--- src/rtl/pipe_stage_buffer.sv ---
// pipe_stage_buffer: generic inter-stage pipeline register with valid/ready
// handshake, optional one-entry skid buffer, synchronous flush that inserts
// a bubble, and a saturating stall counter.
module pipe_stage_buffer #(
   parameter int DATA_W = 102,
   parameter int CTRL_W = 5,
   parameter int SKID   = 1,
   parameter int CNT_W  = 16
) (
   input  logic              clk,
   input  logic              rst_n,
   input  logic              flush,
   input  logic              in_valid,
   output logic              in_ready,
   input  logic [DATA_W-1:0] in_data,
   input  logic [CTRL_W-1:0] in_ctrl,
   output logic              out_valid,
   input  logic              out_ready,
   output logic [DATA_W-1:0] out_data,
   output logic [CTRL_W-1:0] out_ctrl,
   output logic [CNT_W-1:0]  stall_cnt
);

   typedef enum logic [1:0] {
      ST_EMPTY = 2'd0,
      ST_BUSY  = 2'd1,
      ST_FULL  = 2'd2
   } state_t;

   state_t            r_state;
   state_t            w_state_nxt;
   logic [DATA_W-1:0] r_main_data;
   logic [CTRL_W-1:0] r_main_ctrl;
   logic [DATA_W-1:0] r_skid_data;
   logic [CTRL_W-1:0] r_skid_ctrl;
   logic [CNT_W-1:0]  r_stall_cnt;
   logic              r_in_ready;

   logic              w_out_valid;
   logic              w_in_ready;
   logic              w_accept;
   logic              w_emit;
   logic              w_load_main_in;
   logic              w_load_main_skid;
   logic              w_load_skid;

   // Saturating increment: holds at all-ones instead of wrapping.
   function automatic logic [CNT_W-1:0] sat_inc(input logic [CNT_W-1:0] v);
      if (&v) begin
         return v;
      end
      return v + CNT_W'(1);
   endfunction

   // Handshake decode; without a skid entry in_ready must look through to out_ready.
   always_comb begin
      w_out_valid = (r_state != ST_EMPTY);
      w_in_ready  = (SKID != 0) ? r_in_ready : (!w_out_valid || out_ready);
      w_accept    = in_valid && w_in_ready;
      w_emit      = w_out_valid && out_ready;
   end

   // Next-state and storage-load decode; flush overrides accept and emit.
   always_comb begin
      w_state_nxt      = r_state;
      w_load_main_in   = 1'b0;
      w_load_main_skid = 1'b0;
      w_load_skid      = 1'b0;
      if (flush) begin
         w_state_nxt = ST_EMPTY;
      end else begin
         case (r_state)
            ST_EMPTY: begin
               if (w_accept) begin
                  w_state_nxt    = ST_BUSY;
                  w_load_main_in = 1'b1;
               end
            end
            ST_BUSY: begin
               if (w_accept && w_emit) begin
                  w_load_main_in = 1'b1;
               end else if (w_accept) begin
                  w_state_nxt = ST_FULL;
                  w_load_skid = 1'b1;
               end else if (w_emit) begin
                  w_state_nxt = ST_EMPTY;
               end
            end
            ST_FULL: begin
               if (w_emit) begin
                  w_state_nxt      = ST_BUSY;
                  w_load_main_skid = 1'b1;
               end
            end
            default: begin
               w_state_nxt = ST_EMPTY;
            end
         endcase
      end
   end

   // State register plus registered in_ready (low only while both entries are held).
   always_ff @(posedge clk or negedge rst_n) begin
      if (!rst_n) begin
         r_state    <= ST_EMPTY;
         r_in_ready <= 1'b1;
      end else begin
         r_state    <= w_state_nxt;
         r_in_ready <= (w_state_nxt != ST_FULL);
      end
   end

   // Payload storage; flush leaves stale data in place since out_valid masks it.
   always_ff @(posedge clk or negedge rst_n) begin
      if (!rst_n) begin
         r_main_data <= '0;
         r_main_ctrl <= '0;
         r_skid_data <= '0;
         r_skid_ctrl <= '0;
      end else begin
         if (w_load_main_in) begin
            r_main_data <= in_data;
            r_main_ctrl <= in_ctrl;
         end else if (w_load_main_skid) begin
            r_main_data <= r_skid_data;
            r_main_ctrl <= r_skid_ctrl;
         end
         if (w_load_skid) begin
            r_skid_data <= in_data;
            r_skid_ctrl <= in_ctrl;
         end
      end
   end

   // Stall counter: counts held-but-not-taken cycles, saturating, cleared only by reset.
   always_ff @(posedge clk or negedge rst_n) begin
      if (!rst_n) begin
         r_stall_cnt <= '0;
      end else if (w_out_valid && !out_ready && !flush) begin
         r_stall_cnt <= sat_inc(r_stall_cnt);
      end
   end

   // Output drive; control is masked so a bubble never raises downstream enables.
   always_comb begin
      in_ready  = w_in_ready;
      out_valid = w_out_valid;
      out_data  = r_main_data;
      out_ctrl  = r_main_ctrl & {CTRL_W{w_out_valid}};
      stall_cnt = r_stall_cnt;
   end

endmodule
--- config.mk ---
export PLATFORM = sky130hd
export DESIGN_NAME = pipe_stage_buffer
export DESIGN_NICKNAME = d
export VERILOG_FILES = /design/src/rtl/pipe_stage_buffer.sv
export SDC_FILE = /design/constraint.sdc
export NUM_CORES = 1
export LEC_CHECK = 0
export CAP_MARGIN = 40
export CORE_MARGIN = 3
export CORE_UTILIZATION = 45
export DETAILED_ROUTE_END_ITERATION = 8
export GPL_TIMING_DRIVEN = 0
export HOLD_SLACK_MARGIN = 0.03
export PLACE_DENSITY = 0.76
export SYNTH_ARGS = -nofsm -noshare
export SYNTH_HDL_FRONTEND = slang
export SYNTH_SLANG_ARGS = --single-unit
--- constraint.sdc ---
create_clock -name clk -period 1.7 [get_ports clk]
set_clock_uncertainty 0.2 [all_clocks]
set_input_delay 0.425 -clock clk [delete_from_list [all_inputs] [get_ports clk]]
set_output_delay 0.425 -clock clk [all_outputs]
set_load 0.05 [all_outputs]
[Yosys cells after proc, flatten, opt, wreduce, memory -nomap -nowiden]
Cells that the tools add are included.
Word-level totals
  input bits: 112
  word-level logic and storage cells: 49
  output and inout port bits: 125
  bits in registers: 233
Cells by class
  reduce and logical (&&, ||, !) cells: 12
  add/subtract/negate cells: 1
  mux-type cells: 24
  eq/ne operators: 4
  bitwise logic cells: 1
Operators by type and width (count)
  $mux 102: 2
  $add 16x1->16 const B: 1
  $mux 16: 1
  $reduce_and 16->1: 1
  $mux 2: 6
  $mux 1: 11
  $mux 5: 2
  $pmux 2 s3: 1
  $and 5x5->5: 1
  $logic_and 1x1->1: 5
  $ne 2x2->1 const B: 2
  $reduce_bool 2->1: 2
  $eq 2x1->1 const B: 1
  $eq 2x2->1 const B: 1
  $logic_not 1->1: 2
  $logic_not 2->1: 1
  $pmux 1 s2: 1
  $reduce_and 2->1: 1

[Longest topological paths before layout]
  depth in word-level cells: 8
  depth in mapped cells: 7
  mapped depth without buffers: 5

[Worst setup path before layout]
Ideal clock, no wire load.
  path type: register to register
  from: register r_stall_cnt[0], in the netlist stall_cnt[0]
  to: register r_stall_cnt[3], in the netlist stall_cnt[3]
  arrival time: 1.881 ns
  cell stages (with the launch flop): 7
  setup time: 0.149 ns
  clock period less this slack: 2.230 ns
  slack: -0.530 ns
  required time: 1.351 ns
  buffers on the path: 1
  path through: dfrtp_1 ha_1 nand4_2 nor4_4 buf_6 nor3_1 xor2_1
Between the ends
  longest elaborated chain between the ends: 5
  elaborated cells on any way between the ends: 7
  classes of those cells: 1 x add/sub; 1 x eq/ne; 3 x mux; 2 x reduce/logical
RTL lines
  from (decl): line 36  | logic [CNT_W-1:0] r_stall_cnt;
  from (signal assigned): line 140  | r_stall_cnt <= sat_inc(r_stall_cnt);
  parallel branches: the longest is 5 deep, another holds $add 16x1->16
Several ways; the timed one is not identified. The select of a mux whose other input is x is not followed.
A chain may end at the register's enable or synchronous reset.

[Worst setup path after layout]
  from: register r_state[0]
  to: output out_ctrl[4]
Between the ends
  longest elaborated chain between the ends: 2
RTL lines
  from (decl): line 30  | state_t r_state;
  from (signal assigned): line 108  | r_state <= w_state_nxt;
  $reduce_bool 2->1: line 57  | w_out_valid = (r_state != ST_EMPTY);
  $and 5x5->5: line 149  | out_ctrl = r_main_ctrl & {CTRL_W{w_out_valid}};
  to (decl): line 20  | output logic [CTRL_W-1:0] out_ctrl,
No other way between the ends.

==> impl_metrics.toml <==
[synthesis]
synthArstFlopShare_pct = 100
yosys_warnings = 0
synth_top_area_share_pct = 58.4
synth_area_um2 = 9940
ys_top_cells_by_area = "dfrtp_1 (58%), mux2i_1 (11%), mux2_2 (8.8%)"
synth_nets = 899
synth_area_leader_cell = "dfrtp_1"
synth_compound_area_share_pct = 5.75
ys.flop_type = "dfrtp_1"
synth-simple-area-share_pct = 8.08
synth_top_family_by_area = "multiplexers"
ys_seq_elements = 233
synth_common_cells = "dfrtp_1 (232), nand2_1 (113), mux2i_1 (106)"
synth-edff-count = 0
yosysUniqueCellTypes = 42
seq_area_frac_synth_pct = 58.7
yosysMostFrequentCell = "dfrtp_1"
synthCells = 786
syn_avg_cell_area_um2 = 12.6
synth_xor_area_share_pct = 1.15
synthAdderAreaFrac_pct = 0.126
synth.mux.area_fraction_pct = 23.1

[clocking]
clock-root-buffer = "clkbuf_16"
cts_sinks = 233
clock_latency_ns = 0.52
cts.reportedPaths.clkPinSlew_ns = 0.06
cts_tree = "done"
cts_buffer_depth = 3
htree_levels = 1
numCtsBuffers = 26

[global_routing]
antenna_found_initial = 1
track_usage_pct = 24.2
grt_max_degree = 121
grt_pass1_wl_um = 46300
first_global_vias = 8337
grt_overflow = 0

[sta]
max_freq_mhz = 450
relSlewSlack_pct = 41.0
fin_crit_ns = 2.22
layout_setup_ws_ns = -0.521
setup_violations = 326
tightest_slew_ns = 0.886
final-max-slew-violation-count = 0
period_share_pct = 131
fin_hold_ws_ns = -0.268
rsz0062_at_grt = "yes"
finalSetupTns_ns = -87.22
hold_viol_final = 113

[drt]
avgViaCountPerCell = 5.37
firstDrtPassIters = 4
ant_nets = 0
drt-initial-drc-count = 426
route.detailed.wl_per_inst_um = 21.5
via_count = 8143
drt_wl_total_um = 32600
remaining_drc_errors = 0

[worst_setup_path]
critPathArrivalTime_ns = 1.60
crit_slowest_cell = "dfrtp_2"
reg2reg_from = "r_state[1]"
critPathTopFamily = "flip-flops"
crit_start = "r_state[0]"
r2r_cells = 12
endpoint = "out_ctrl[4]"
worstSetupStartpointType = "flop"
reg2reg_slack_ns = -0.48
worstReg2RegEnd = "out_data[25]"
worstPathRequired_ns = 1.07
crit_cells = 4
endpoint_kind = "primary output"
critPathKind = "flop to primary output"
crit_chain = "or2_1, buf_6, and2_4, buf_8"
worst-path-buf-inv = 2
cp_slowest_stage_delay_ns = 0.40
worstPathMaxFanout = 8

[finish]
regArea_um2 = 5850
fillers = 1103
design_area_um2 = 17200
multi_input_comb_area_um2 = 4600
fin_nets = 1335
drive_above_1_share_pct = 53.8
n_antenna_cell = 0
syn_to_final_growth_pct = 73.3

[die]
die_w_um = 155
dieHeight_um = 155
coreArea_um2 = 21400
core.rowCount = 53
dieArea_um2 = 23900
io_pins = 237
initial_core_util_pct = 46.5

[status]
status = "finished, violations left"
violations = "hold timing, setup timing"

[placed_design]
gp_congestion = 0.771
port_buffers = 236
dpl_cell_area_um2 = 12900
hpwl_um = 16600

[power]
max-vdd-ir-drop_mv = 0.998
powerDensity_nw_per_um2 = 1260
leakagePower_nw = 7.74

[hold_path]
holdCritPathClass = "primary input to async pin"

[flow_run]
maxCapViolCount = 0
[cell usage in the layout, fill, tap and decap left out, types with 7 or more instances in the layout]
cell type | netlist | routed
clkinv_2 | 0 | 10
mux2_4 | 0 | 36
nand2_4 | 0 | 14
buf_4 | 12 | 106
buf_8 | 0 | 29
buf_12 | 0 | 34
mux2_2 | 78 | 72
nand2_1 | 113 | 53
dfrtp_1 | 232 | 215
nand2_2 | 0 | 46
buf_6 | 4 | 143
o21ai_1 | 80 | 65
dfrtp_2 | 0 | 17
mux2i_1 | 106 | 91
clkbuf_16 | 0 | 37
buf_16 | 0 | 21
o21ai_2 | 0 | 40
mux2i_2 | 0 | 10
clkdlybuf4s50_1 | 0 | 109
nor4_4 | 1 | 7
xor2_1 | 10 | 10
[final cells by class]
| type | instances | area share, % |
|---|---|---|
| multi-input cells | 500 | 26.7 |
| repair buffers | 414 | 27.6 |
| well taps | 275 | 2.00 |
| flip-flops and latches | 233 | 34.0 |
| inverters | 5 | 0.109 |
| plain buffers | 42 | 4.21 |
| clock buffers | 30 | 4.10 |
| clock inverters | 17 | 1.26 |
[repair_timing]
action | CTS | global route
cloned | 31 | 5
pin swaps | 16 | 24
endpoints found under the setup margin | 355 | 356
resized for setup | 1077 | 169
setup buffers | 93 | 58
hold endpoints to repair | 113 | 113
[routing by layer]
layer  share of wire, %  wire, um  global-route usage (%)  vias up
li1                   -         -                       -     3653
met1                 40     13100                    31.2     4148
met2                 51     16500                    41.2      264
met3                5.8      1900                    5.09       76
met4                3.2      1050                    7.32        2
met5              0.034        11                       0        -
[sequential cells by signal (all words and copies together), names as in the netlist]
| name | count |
|---|---|
| in_ready | 1 |
| r_skid_data | 102 |
| r_main_ctrl | 5 |
| stall_cnt | 16 |
| r_state | 2 |
| out_data | 102 |
| r_skid_ctrl | 5 |
[per-stage QoR]
step	hold slack, ns	setup slack [ns]	utilization [%]	cells	total power (W)
3_3_place_gp	0.272	-10.90	60.1	1297	0.0135
4_1_cts	-0.207	-0.516	76.0	1466	0.0210
3_5_place_dp	0.282	-0.938	60.2	1298	0.0136
2_1_floorplan	-0.0706	-0.215	-	786	0.0114
6_report	-0.268	-0.521	80.7	1516	0.0218
5_1_grt	-0.187	-0.562	80.7	1516	0.0226
[how the worst min path moves through the flow]
stage                    end  slack [ns]  cells after the start
2_1_floorplan    out_data[0]       -0.07                      0
3_3_place_gp   stall_cnt[15]        0.27                      1
3_5_place_dp   stall_cnt[15]        0.28                      1
4_1_cts        stall_cnt[13]       -0.21                      1
5_1_grt        stall_cnt[13]       -0.19                      1
6_report       stall_cnt[13]       -0.27                      1
[power breakdown]
group          internal [W]  switching, W
sequential          0.00700       0.00103
combinational       0.00368       0.00398
clock               0.00373       0.00233
[cells by family after synthesis]
family | after synthesis
flip-flops | 233
multiplexers | 216
AND/OR/NAND/NOR | 159
AO/OA/AOI/OAI | 111
buffers and inverters | 53
XOR/XNOR | 13
adder cells (fa/ha/maj) | 1
(Power assumes the default switching activity.)
